## src/rtl/store_pkg.sv

```systemverilog
// Shared types for the store FIFO: size encodings, the pre-aligned queue entry
// and the drain state machine encoding.
package store_pkg;

  localparam logic [1:0] SIZE_BYTE = 2'd0;
  localparam logic [1:0] SIZE_HALF = 2'd1;
  localparam logic [1:0] SIZE_WORD = 2'd2;

  typedef struct packed {
    logic [29:0] addr_w;
    logic [31:0] wdata;
    logic [3:0]  wstrb;
  } store_entry_t;

  typedef enum logic {
    IDLE = 1'b0,
    BUSY = 1'b1
  } drain_state_t;

endpackage

```

## src/rtl/store_lane_align.sv

```systemverilog
// Converts a right-aligned store (addr, size, value) into a word address,
// lane-replicated write data and byte strobes.
module store_lane_align
  import store_pkg::*;
(
  input  logic [31:0]  addr,
  input  logic [1:0]   size,
  input  logic [31:0]  val,
  output store_entry_t entry
);

  // Size 3 falls through to the word case along with SIZE_WORD.
  always_comb begin
    entry.addr_w = addr[31:2];
    entry.wdata  = val;
    entry.wstrb  = 4'b1111;
    case (size)
      SIZE_BYTE: begin
        entry.wdata = {4{val[7:0]}};
        entry.wstrb = 4'b0001 << addr[1:0];
      end
      SIZE_HALF: begin
        entry.wdata = {2{val[15:0]}};
        entry.wstrb = 4'b0011 << {addr[1], 1'b0};
      end
      default: begin
        entry.wdata = val;
        entry.wstrb = 4'b1111;
      end
    endcase
  end

endmodule

```

## src/rtl/store_fifo.sv

```systemverilog
// Queues committed stores and drains them one at a time to the data-memory
// write port; flags loads that hit a word still waiting to be written.
module store_fifo
  import store_pkg::*;
#(
  parameter  int DEPTH = 4,
  localparam int PTR_W = $clog2(DEPTH)
) (
  input  logic        clk,
  input  logic        reset,
  input  logic [31:0] store_addr,
  input  logic [31:0] store_val,
  input  logic [1:0]  store_size,
  input  logic        store_valid,
  output logic        storefifo_full,
  output logic        storefifo_empty,
  output logic [31:0] mem_addr,
  output logic [31:0] mem_wdata,
  output logic [3:0]  mem_wstrb,
  output logic        mem_req,
  input  logic        mem_ack,
  input  logic [31:0] load_check_addr,
  output logic        load_conflict,
  output logic        overflow
);

  store_entry_t            entries [DEPTH];
  store_entry_t            push_entry;
  logic [PTR_W-1:0]        wptr;
  logic [PTR_W-1:0]        rptr;
  logic [PTR_W:0]          count;
  logic [PTR_W:0]          count_next;
  drain_state_t            state;
  drain_state_t            state_next;
  logic                    push;
  logic                    pop;
  logic [DEPTH-1:0]        slot_hit;
  logic                    unused_load_lsb;

  store_lane_align u_align (
    .addr  (store_addr),
    .size  (store_size),
    .val   (store_val),
    .entry (push_entry)
  );

  assign storefifo_full  = (count == (PTR_W+1)'(DEPTH));
  assign storefifo_empty = (count == '0) && (state == IDLE);
  assign push            = store_valid && !storefifo_full;
  assign unused_load_lsb = ^load_check_addr[1:0];

  // Drain state register
  always_ff @(posedge clk) begin
    if (reset) begin
      state <= IDLE;
    end else begin
      state <= state_next;
    end
  end

  // Drain next-state logic
  always_comb begin
    state_next = state;
    case (state)
      IDLE: begin
        if (count != '0) begin
          state_next = BUSY;
        end else begin
          state_next = IDLE;
        end
      end
      BUSY: begin
        if (mem_ack && (count == '0)) begin
          state_next = IDLE;
        end else begin
          state_next = BUSY;
        end
      end
      default: state_next = IDLE;
    endcase
  end

  // Drain outputs: when the head is moved into the memory-port registers
  always_comb begin
    pop = 1'b0;
    case (state)
      IDLE:    pop = (count != '0);
      BUSY:    pop = mem_ack && (count != '0);
      default: pop = 1'b0;
    endcase
  end

  // Occupancy: a same-cycle push and pop leave the count unchanged
  always_comb begin
    count_next = count;
    case ({push, pop})
      2'b10:   count_next = count + (PTR_W+1)'(1);
      2'b01:   count_next = count - (PTR_W+1)'(1);
      default: count_next = count;
    endcase
  end

  // Pointers, occupancy and sticky overflow
  always_ff @(posedge clk) begin
    if (reset) begin
      wptr     <= '0;
      rptr     <= '0;
      count    <= '0;
      overflow <= 1'b0;
    end else begin
      count <= count_next;
      if (push) begin
        wptr <= wptr + PTR_W'(1);
      end
      if (pop) begin
        rptr <= rptr + PTR_W'(1);
      end
      if (store_valid && storefifo_full) begin
        overflow <= 1'b1;
      end
    end
  end

  // Queue storage holds data only; validity comes from the pointers
  always_ff @(posedge clk) begin
    if (push) begin
      entries[wptr] <= push_entry;
    end
  end

  // Memory-port registers stay stable for the whole of a request
  always_ff @(posedge clk) begin
    if (reset) begin
      mem_req   <= 1'b0;
      mem_addr  <= 32'h0000_0000;
      mem_wdata <= 32'h0000_0000;
      mem_wstrb <= 4'b0000;
    end else begin
      mem_req <= (state_next == BUSY);
      if (pop) begin
        mem_addr  <= {entries[rptr].addr_w, 2'b00};
        mem_wdata <= entries[rptr].wdata;
        mem_wstrb <= entries[rptr].wstrb;
      end
    end
  end

  // A slot is live when its distance from the read pointer is below the count.
  for (genvar g = 0; g < DEPTH; g++) begin : g_slot
    logic [PTR_W-1:0] off;
    assign off         = PTR_W'(g) - rptr;
    assign slot_hit[g] = ({1'b0, off} < count) &&
                         (entries[g].addr_w == load_check_addr[31:2]);
  end

  assign load_conflict = (|slot_hit) ||
                         ((state == BUSY) && (mem_addr[31:2] == load_check_addr[31:2]));

endmodule

```

## config.mk

```make
export PLATFORM = sky130hd
export DESIGN_NAME = store_fifo
export DESIGN_NICKNAME = d
export VERILOG_FILES = /design/src/rtl/store_pkg.sv /design/src/rtl/store_lane_align.sv /design/src/rtl/store_fifo.sv
export SDC_FILE = /design/constraint.sdc
export NUM_CORES = 1
export LEC_CHECK = 0
export BUFFER_PORTS_ARGS = -buffer_cell sky130_fd_sc_hd__buf_2
export CAP_MARGIN = 30
export CORE_MARGIN = 8
export CORE_UTILIZATION = 49
export DETAILED_ROUTE_END_ITERATION = 6
export HOLD_SLACK_MARGIN = 0.08
export PLACE_DENSITY = 0.74
export SLEW_MARGIN = 20
export SYNTH_ARGS = -nofsm -noshare
export SYNTH_HDL_FRONTEND = slang
export SYNTH_HIERARCHICAL = 1
export SYNTH_SLANG_ARGS = --single-unit
```

## constraint.sdc

```tcl
create_clock -name clk -period 3.5 [get_ports clk]
set_input_delay 0.175 -clock clk [delete_from_list [all_inputs] [get_ports clk]]
set_output_delay 0.175 -clock clk [all_outputs]
set_load 0.02 [all_outputs]
```

==> impl_metrics.env, run 1 <==
export IMPL_synth_top_area_share_pct=52.45
export IMPL_critPathMaxFanout=17
export IMPL_ys_types=44
export IMPL_rrSetupSlack_ns=0.97
export IMPL_hold_depth=3
export IMPL_met3_usage_pct=4.139
export IMPL_async_reset_ff_share_pct=0
export IMPL_fillCellCount=2358
export IMPL_syn_to_final_growth_pct=17.29
export IMPL_final_common_cell="edfxtp_1"
export IMPL_rsz0062_at_grt="no"
export IMPL_dr_pass1_iters=5
export IMPL_ys_seq_area_share_pct=62.38
export IMPL_ir_drop_mv=0.6196
export IMPL_min_from="store_addr[0]"
export IMPL_synth_top_cell_by_area="edfxtp_1"
export IMPL_row_count=64
export IMPL_start_util_pct=49.54
export IMPL_wl_per_cell_um=24.02
export IMPL_postCtsSetupBuffers=0
export IMPL_critPathKind="reg -> out"
export IMPL_hold_ws_ns=0.1461
export IMPL_die_h_um=191.6
export IMPL_antenna_found_initial=5
export IMPL_first_iter_violations=786
export IMPL_power_density_nw_per_um2=764.9
export IMPL_nNetsFinal=1311
export IMPL_max_freq_mhz=357.4
export IMPL_hold_end="entries[2][2]"
export IMPL_clock_path_buffers=3
export IMPL_portBuffers=170
export IMPL_crit_path_cell_trace="xnor2_1, inv_1, ha_1, a31oi_1, nand4_1, nor3_1, a21oi_1, nand3b_1, buf_2"
export IMPL_report_final_setup_viol=0
export IMPL_ff2ff_path_depth=9
export IMPL_synth_area_per_cell_um2=14.73
export IMPL_clockPowerShare_pct=28.5
export IMPL_final_cell_mix="edfxtp_1 (264), buf_2 (170), nand2_1 (144), xnor2_1 (91), dfxtp_1 (73)"
export IMPL_slew_violations=0
export IMPL_ys_seq_elements=339
export IMPL_clkTransAtPathRegs_ns=0.06
export IMPL_grt_usage_pct=21.21
export IMPL_status="complete, no violations"
export IMPL_p_switching_mw=4.519
export IMPL_numCtsBuffers=35
export IMPL_netSwitchingFraction_pct=33.32
export IMPL_vias=8962
export IMPL_clock_sinks=339
export IMPL_skew_ns=0.01311
export IMPL_synthCells=1026
export IMPL_clk_insertion_delay_late_ns=0.52
export IMPL_max_cap_violations=0
export IMPL_relSlewSlack_pct=39.67
export IMPL_clockRootBuffer="clkbuf_16"
export IMPL_pin_count=175
export IMPL_core_um2=30510
export IMPL_layout_drive_gt1_share_pct=28.82
export IMPL_place_congestion=0.8997
export IMPL_cts_htree_levels=2
export IMPL_synth_warning_count=6
export IMPL_vias_per_cell=5.515
export IMPL_p_int_mw=9.042
export IMPL_tightest_slew_ns=0.9050
export IMPL_required_ns=3.32
export IMPL_cp_end_kind="primary output"
export IMPL_pwr_share_comb_pct=30.4
export IMPL_cts_tree="built"
export IMPL_busiest_layer="met2"
export IMPL_hold_violations=0
export IMPL_seqCellArea_um2=9434
export IMPL_use_met2_pct=36.16
export IMPL_fin_util_pct=58.11
export IMPL_grt_max_degree=69
export IMPL_multi_input_area_um2=4860
export IMPL_use_met1_pct=25.91
export IMPL_hp_class="in -> reg"
export IMPL_synthTopCellsByArea="edfxtp_1 (52%), dfxtp_1 (9.9%), mux4_2 (9.8%)"
export IMPL_grt_pass1_vias=9428
export IMPL_p_leak_nw=6.218
export IMPL_finalCriticalPeriod_ns=2.798
export IMPL_grt_ovfl_total=0
export IMPL_synth_ff_type="edfxtp_1"
export IMPL_reg2reg_to="count[2]"
export IMPL_r2r_start="count[2]"
export IMPL_start_kind="register"
export IMPL_netlist_area_um2=15120
export IMPL_die_area_um2=36720
export IMPL_p_seq_share_pct=41.2
export IMPL_worstPathArrival_ns=2.62
export IMPL_synth_edf_count=264
export IMPL_p_total_mw=13.56
export IMPL_cp_slowest_cell="dfxtp_2"
export IMPL_die_w_um=191.6
export IMPL_slowest_delay_ns=0.67
export IMPL_ant_nets=0
export IMPL_finalSetupTns_ns=0
export IMPL_dp_hpwl_um=26150
export IMPL_drc=0
export IMPL_period_share_pct=79.93
export IMPL_grt_pass1_wl_um=57650
export IMPL_drt_wl_total_um=39030
stage by stage:
stage / setup slack, ns / area, um^2 / std cells
2_1_floorplan: 0.6201 / 15120 / 1027
3_3_place_gp: 1.047 / 15860 / 1493
3_5_place_dp: 0.9799 / 15860 / 1493
4_1_cts: 0.7015 / 17720 / 1621
5_1_grt: 0.5736 / 17730 / 1625
6_report: 0.7023 / 17730 / 1625
worst max-delay path by stage:
stage              from             end  slack (ns)
5_1_grt         rptr[1]   load_conflict        0.57
2_1_floorplan  count[0]   entries[0][0]        0.62
6_report        rptr[1]   load_conflict        0.70
3_5_place_dp   count[0]  entries[1][23]        0.98
4_1_cts         rptr[1]   load_conflict        0.70
3_3_place_gp   count[2]        count[2]        1.05
registers in the layout, summed over array words and instances, names as in the netlist:
register   flops
entries      264
mem_wdata     32
mem_addr      30
mem_wstrb      4
count          3
rptr           2
wptr           2
mem_req        1
overflow       1
worst max-delay path, delay by kind of cell, from the launching register on:
family                   cells  cell delay [ns]
AO/OA/AOI/OAI                2             0.24
XOR/XNOR                     1             0.22
adder cells (fa/ha/maj)      1             0.28
buffers and inverters        2             0.26
flip-flops                   1             0.67
AND/OR/NAND/NOR              3             0.46
what timing repair did:
action	in CTS	in global routing
hold buffers	65	0
hold endpoints to repair	254	0
resized for setup	0	0
cell families after synthesis:
| group | count (synthesis) | share of synthesized area (%) |
|---|---|---|
| DFF | 339 | 62.38 |
| and+or+nand+nor | 212 | 6.390 |
| xor gates and xnor gates | 156 | 9.337 |
| buffers and inverters | 123 | 5.529 |
| AOI/OAI and AO/OA | 93 | 3.774 |
| muxes | 92 | 11.69 |
| adders and majority gates | 10 | 0.8774 |
| other | 1 | 0.02481 |
cell usage after synthesis, types with 8 or more instances:
cell      instances
xnor2_1          91
mux2_2           16
o21ai_2           8
inv_1             9
nor4_1           19
nor2_1            9
dfxtp_1          75
xor2_1           59
ha_1              9
buf_4            56
edfxtp_1        264
clkbuf_1         10
a21oi_2          10
buf_6            15
mux2i_1          10
nand4_1          24
nand2_1         144
mux4_2           66
a21oi_1          63
buf_2            31
final cells by class:
class	count	area share, %
Tap cell	396	2.795
Clock inverter	15	0.9951
Inverter	10	0.2188
Multi-Input combinational cell	565	27.41
Antenna cell	4	0.05646
Sequential cell	339	53.21
Clock buffer	48	5.801
Timing Repair Buffer	248	9.513
routing by layer:
| layer | up-vias | part of all wire (%) |
|---|---|---|
| met4 | 2 | 3.9 |
| met2 | 375 | 50 |
| met5 | - | 0.033 |
| li1 | 4058 | - |
| met1 | 4447 | 39 |
| met3 | 80 | 7.4 |
power groups by stage:
stage          Sequential [mW]  Clock [mW]  Combinational [mW]
2_1_floorplan             5.96           0                2.54
3_3_place_gp              5.62           0                4.05
3_5_place_dp              5.66           0                4.10
4_1_cts                   5.58        3.91                4.19
5_1_grt                   5.66        4.07                4.43
6_report                  5.59        3.86                4.12
Note: power is estimated with default switching activity, not from simulation.
==> run 2, diff against run 1 <==
==> constraint.sdc (replaced) <==
create_clock -name clk -period 2.6 [get_ports clk]
set_input_delay 0.13 -clock clk [delete_from_list [all_inputs] [get_ports clk]]
set_output_delay 0.13 -clock clk [all_outputs]
set_load 0.02 [all_outputs]
==> run 2 against run 1 <==
Net effect: routed wire length shrank 0.31%; clock power grew 40%; worst setup slack lost 0.63 ns.
==> impl_metrics.env, run 2 (synthesis results as in run 1) <==
export IMPL_p_leak_nw=6.328
export IMPL_wl_met2_um=19550
export IMPL_skew_ns=0.007207
export IMPL_max_cap_violations=0
export IMPL_pin_count=175
export IMPL_tightest_slew_ns=0.8995
export IMPL_highest_layer="met5"
export IMPL_grt_ovfl_total=0
export IMPL_finalSetupTns_ns=0
export IMPL_layout_drive_gt1_share_pct=29.97
export IMPL_power_density_nw_per_um2=1035
export IMPL_core_um2=30510
export IMPL_grt_pass1_vias=9326
export IMPL_die_h_um=191.6
export IMPL_antenna_found_initial=5
export IMPL_clock_path_buffers=3
export IMPL_hp_class="in -> reg"
export IMPL_grt_usage_pct=20.94
export IMPL_dp_hpwl_um=25630
export IMPL_hold_violations=0
export IMPL_final_common_cell="edfxtp_1"
export IMPL_first_iter_violations=807
export IMPL_relSlewSlack_pct=40.03
export IMPL_portBuffers=170
export IMPL_period_share_pct=97.07
export IMPL_rsz0062_at_grt="no"
export IMPL_largest_reg_flops=264
export IMPL_finalCriticalPeriod_ns=2.524
export IMPL_dpl_cell_area_um2=15940
export IMPL_drc=0
export IMPL_clk_insertion_delay_late_ns=0.51
export IMPL_max_freq_mhz=396.2
export IMPL_stdcell_count=1636
export IMPL_grt_max_degree=69
export IMPL_drt_met1_wl_um=15250
export IMPL_clock_sinks=339
export IMPL_start_kind="register"
export IMPL_ir_drop_mv=0.6221
export IMPL_critPathMaxFanout=2
export IMPL_row_count=64
export IMPL_numCtsBuffers=37
export IMPL_drt_wl_total_um=38910
export IMPL_syn_to_final_growth_pct=18.57
export IMPL_vias=9057
export IMPL_wl_per_cell_um=23.78
export IMPL_clkTransAtPathRegs_ns=0.05
export IMPL_fillCellCount=2339
export IMPL_worstPathArrival_ns=2.39
export IMPL_critPathKind="reg -> out"
export IMPL_ant_nets=0
export IMPL_report_final_setup_viol=0
export IMPL_vias_per_cell=5.536
export IMPL_grt_pass1_wl_um=57230
export IMPL_final_cell_mix="edfxtp_1 (264), buf_2 (170), nand2_1 (144), xnor2_1 (89), dfxtp_1 (72)"
export IMPL_start_util_pct=49.54
export IMPL_required_ns=2.47
export IMPL_cp_end_kind="primary output"
export IMPL_postCtsSetupBuffers=0
export IMPL_wl_met3_um=2920
export IMPL_clockRootBuffer="clkbuf_16"
export IMPL_dr_pass1_iters=5
export IMPL_die_w_um=191.6
export IMPL_slew_violations=0
export IMPL_nNetsFinal=1322
export IMPL_die_area_um2=36720
export IMPL_place_congestion=0.9237
export IMPL_place_inst=1500
export IMPL_cts_tree="built"
export IMPL_largestRegisters="entries x264, mem_wdata x32, mem_addr x30"
export IMPL_top_register="entries"
export IMPL_cts_htree_levels=2
export IMPL_design_area_um2=17920
export IMPL_status="complete, no violations"
-- run 2: cell types whose count changed in the layout (fill, tap and decap cells not counted), moves of 2 or more --
cell           delta
buf_4             +5
clkinv_2          +5
clkinvlp_4        -3
diode_2           -2
dlygate4sd3_1     +2
nor4_1            -3
nor4_2            +3
xnor2_1           -2
xnor2_2           +2
-- run 2: area by class of cell --
| type | instances | area (um^2) | share of cell area (%) |
|---|---|---|---|
| Multi-Input combinational cell | 565 | 4900 | 27.34 |
| Tap cell | 396 | 495.5 | 2.764 |
| Antenna cell | 2 | 5.005 | 0.02792 |
| Clock inverter | 18 | 214.0 | 1.194 |
| Timing Repair Buffer | 257 | 1792 | 9.997 |
| Clock buffer | 49 | 1044 | 5.822 |
| Inverter | 10 | 38.79 | 0.2164 |
| Sequential cell | 339 | 9435 | 52.64 |
-- run 2: power by group --
part / leakage (nW) / switching [mW] / internal (mW)
Sequential: 3.04 / 0.560 / 6.89
Combinational: 2.67 / 3.52 / 2.19
Clock: 0.623 / 2.09 / 3.32
-- run 2: path summary, 6_finish.rpt --
kind	from	endpoint	slack [ns]	cells after the start
setup / recovery	entries[3][45]	load_conflict	0.08	7
hold / removal	reset	rptr[0]	0.1	2
setup reg to reg	count[0]	count[2]	0.35	8
hold reg to reg	mem_wstrb[2]	mem_wstrb[2]	0.45	2
-- run 2: critical path, stage by stage (launching register included) --
cell,delay (ns)
edfxtp_1,0.43
xnor2_2,0.27
nand4_1,0.17
nor4_2,0.34
o2111ai_1,0.15
o22ai_1,0.15
nand3b_1,0.18
buf_2,0.19
-- run 2: repair_timing --
action                                  CTS  global route
endpoints found under the hold margin   262             0
resized for setup                         2             7
endpoints found under the setup margin    1             1
hold buffers                             67             0
-- run 2: routing by layer --
layer / vias to the layer above / GRT usage, %
li1: 4074 / -
met1: 4479 / 26.02
met2: 417 / 35.95
met3: 81 / 4.430
met4: 6 / 7.223
met5: - / 0
-- run 2: stage by stage --
step	power (mW)	setup WS (ns)	util, %	hold WS (ns)
floorplan	11.42	0.4264	-	0.2707
global placement	13.08	0.5225	52.25	0.3429
detailed placement	13.19	0.4287	52.25	0.3497
CTS	18.67	0.05773	58.60	0.08471
global route	19.39	0.00008860	58.75	0.1071
finish	18.56	0.07627	58.75	0.09909
==> run 3, diff against run 2 <==
--- a/config.mk
+++ b/config.mk
@@ -7,7 +7,7 @@
 export LEC_CHECK = 0
 export BUFFER_PORTS_ARGS = -buffer_cell sky130_fd_sc_hd__buf_2
 export CAP_MARGIN = 30
-export CORE_MARGIN = 8
+export CORE_MARGIN = 2
 export CORE_UTILIZATION = 49
 export DETAILED_ROUTE_END_ITERATION = 6
 export HOLD_SLACK_MARGIN = 0.08
==> run 3 against run 2 <==
Net effect: the run now ends with DRC left; worst hold slack better by 0.034 ns; fmax up 2.1%; core utilization down 0.31 points; via count down 0.14%; routed wire length down 5.2%; clock power down 6.7%; worst setup slack better by 0.052 ns; sequential cell count unchanged; sequential power about the same; critical endpoint unchanged; highest routed layer unchanged.
==> impl_metrics.env, run 3 (synthesis results as in run 1) <==
export IMPL_period_share_pct=95.08
export IMPL_max_cap_violations=0
export IMPL_grt_pass1_vias=9221
export IMPL_status="finished, violations left"
export IMPL_die_h_um=179.6
export IMPL_stdcell_count=1640
export IMPL_p_leak_nw=6.292
export IMPL_final_cell_mix="edfxtp_1 (264), buf_2 (170), nand2_1 (144), xnor2_1 (88), dfxtp_1 (72)"
export IMPL_die_w_um=179.6
export IMPL_place_congestion=0.9075
export IMPL_clockRootBuffer="clkbuf_16"
export IMPL_worstPathArrival_ns=2.34
export IMPL_min_from="reset"
export IMPL_top_register="entries"
export IMPL_tightest_slew_ns=0.9049
export IMPL_syn_to_final_growth_pct=17.95
export IMPL_skew_ns=0.009858
export IMPL_power_density_nw_per_um2=1017
export IMPL_first_iter_violations=766
export IMPL_fillCellCount=2360
export IMPL_core_um2=30510
export IMPL_p_int_mw=11.99
export IMPL_reg2reg_to="count[2]"
export IMPL_vias_per_cell=5.515
export IMPL_largest_reg_flops=264
export IMPL_row_count=64
export IMPL_p_seq_share_pct=41.2
export IMPL_netSwitchingFraction_pct=33.83
export IMPL_hold_depth=3
export IMPL_grt_ovfl_total=0
export IMPL_nNetsFinal=1325
export IMPL_hp_class="in -> reg"
export IMPL_start_util_pct=49.54
export IMPL_hold_end="mem_wdata[1]"
export IMPL_critPathMaxFanout=2
export IMPL_cts_tree="built"
export IMPL_cts_htree_levels=2
export IMPL_hold_violations=0
export IMPL_dr_pass1_iters=7
export IMPL_p_switching_mw=6.132
export IMPL_report_final_setup_viol=0
export IMPL_grt_pass1_wl_um=55830
export IMPL_numCtsBuffers=36
export IMPL_die_area_um2=32270
export IMPL_clock_sinks=339
export IMPL_antenna_found_initial=4
export IMPL_largestRegisters="entries x264, mem_wdata x32, mem_addr x30"
export IMPL_critPathKind="reg -> out"
export IMPL_grt_usage_pct=22.82
export IMPL_drc=2
export IMPL_start_kind="register"
export IMPL_portBuffers=170
export IMPL_clock_path_buffers=3
export IMPL_ant_nets=0
export IMPL_required_ns=2.47
export IMPL_place_inst=1497
export IMPL_grt_max_degree=76
export IMPL_vias=9044
export IMPL_finalCriticalPeriod_ns=2.472
export IMPL_relSlewSlack_pct=39.68
export IMPL_final_common_cell="edfxtp_1"
export IMPL_wl_per_cell_um=22.49
export IMPL_clkTransAtPathRegs_ns=0.06
export IMPL_ff2ff_path_depth=9
export IMPL_ir_drop_mv=0.8669
export IMPL_rrSetupSlack_ns=0.38
export IMPL_clockPowerShare_pct=27.9
export IMPL_slew_violations=0
export IMPL_max_freq_mhz=404.5
export IMPL_p_total_mw=18.12
export IMPL_clk_insertion_delay_late_ns=0.52
export IMPL_pwr_share_comb_pct=30.9
export IMPL_fin_util_pct=58.44
export IMPL_pin_count=175
export IMPL_dp_hpwl_um=24340
export IMPL_cp_end_kind="primary output"
export IMPL_rsz0062_at_grt="no"
export IMPL_r2r_start="count[2]"
export IMPL_finalSetupTns_ns=0
export IMPL_violations="DRC"
export IMPL_layout_drive_gt1_share_pct=29.60
export IMPL_drt_wl_total_um=36880
==> run 3: changes by cell type in the layout (fill, tap and decap cells not counted), sizes merged <==
cell         delta
clkinvlp        +1
inv             +1
bufinv          -3
dlygate4sd3     +4
diode           +2
clkinv          +2
clkbuf          -3
==> run 3: critical path: stages (launching register included) <==
cell and delay (ns):
edfxtp_1 0.43, xnor2_2 0.23, nand4_1 0.19, nor4_1 0.32, o2111ai_1 0.14, o22ai_1 0.16, nand3b_1 0.15, buf_2 0.18
==> run 3: routing by layer <==
layer,routed length [um],global-route usage (%),share of wire [%],vias to the layer above
met3,2409,3.282,6.5,71
met4,1204,7.837,3.3,2
met1,14640,29.74,40,4525
li1,-,-,-,4083
met2,18610,39.36,50,363
met5,13,0,0.035,-
==> run 3: worst max path at each step <==
stage / startpoint / end / cells past startpoint
2_1_floorplan: count[0] / count[2] / 9
3_3_place_gp: count[0] / rptr[1] / 7
4_1_cts: count[1] / load_conflict / 7
6_report: entries[2][60] / load_conflict / 7
5_1_grt: count[1] / load_conflict / 7
3_5_place_dp: count[2] / count[2] / 9
==> run 3: per-stage QoR <==
stage                     worst slack (ns)  instance area, um^2  hold slack, ns
final                               0.1278                17830          0.1331
after detailed placement            0.4485                15880          0.3487
after floorplan                     0.4264                15120          0.2707
after global placement              0.4872                15880          0.3423
after CTS                          0.01082                17760          0.1322
after global routing              0.002248                17820          0.1510
==> run 3: layout make-up <==
class | count | area, um^2 | share of cell area (%)
antenna | 4 | 10.01 | 0.05614
clock buffer | 46 | 989.7 | 5.551
clock inverter | 19 | 182.7 | 1.025
inverter | 10 | 38.79 | 0.2175
multi-input combinational | 565 | 4888 | 27.42
sequential | 339 | 9438 | 52.93
tap | 396 | 495.5 | 2.779
timing repair buffer | 261 | 1787 | 10.02
==> run 3: power groups by stage <==
stage	sequential, mW	clock [mW]	combinational (mW)
floorplan	8.00	0	3.42
global placement	7.56	0	5.44
detailed placement	7.61	0	5.49
CTS	7.50	5.14	5.60
global route	7.56	5.36	6.05
finish	7.47	5.05	5.61
==> run 3: what timing repair did <==
item	in CTS	in global routing
hold endpoints to repair	262	0
hold buffers	71	0
buffers inserted	0	3
gates resized for setup	0	6
setup endpoints to repair	0	1
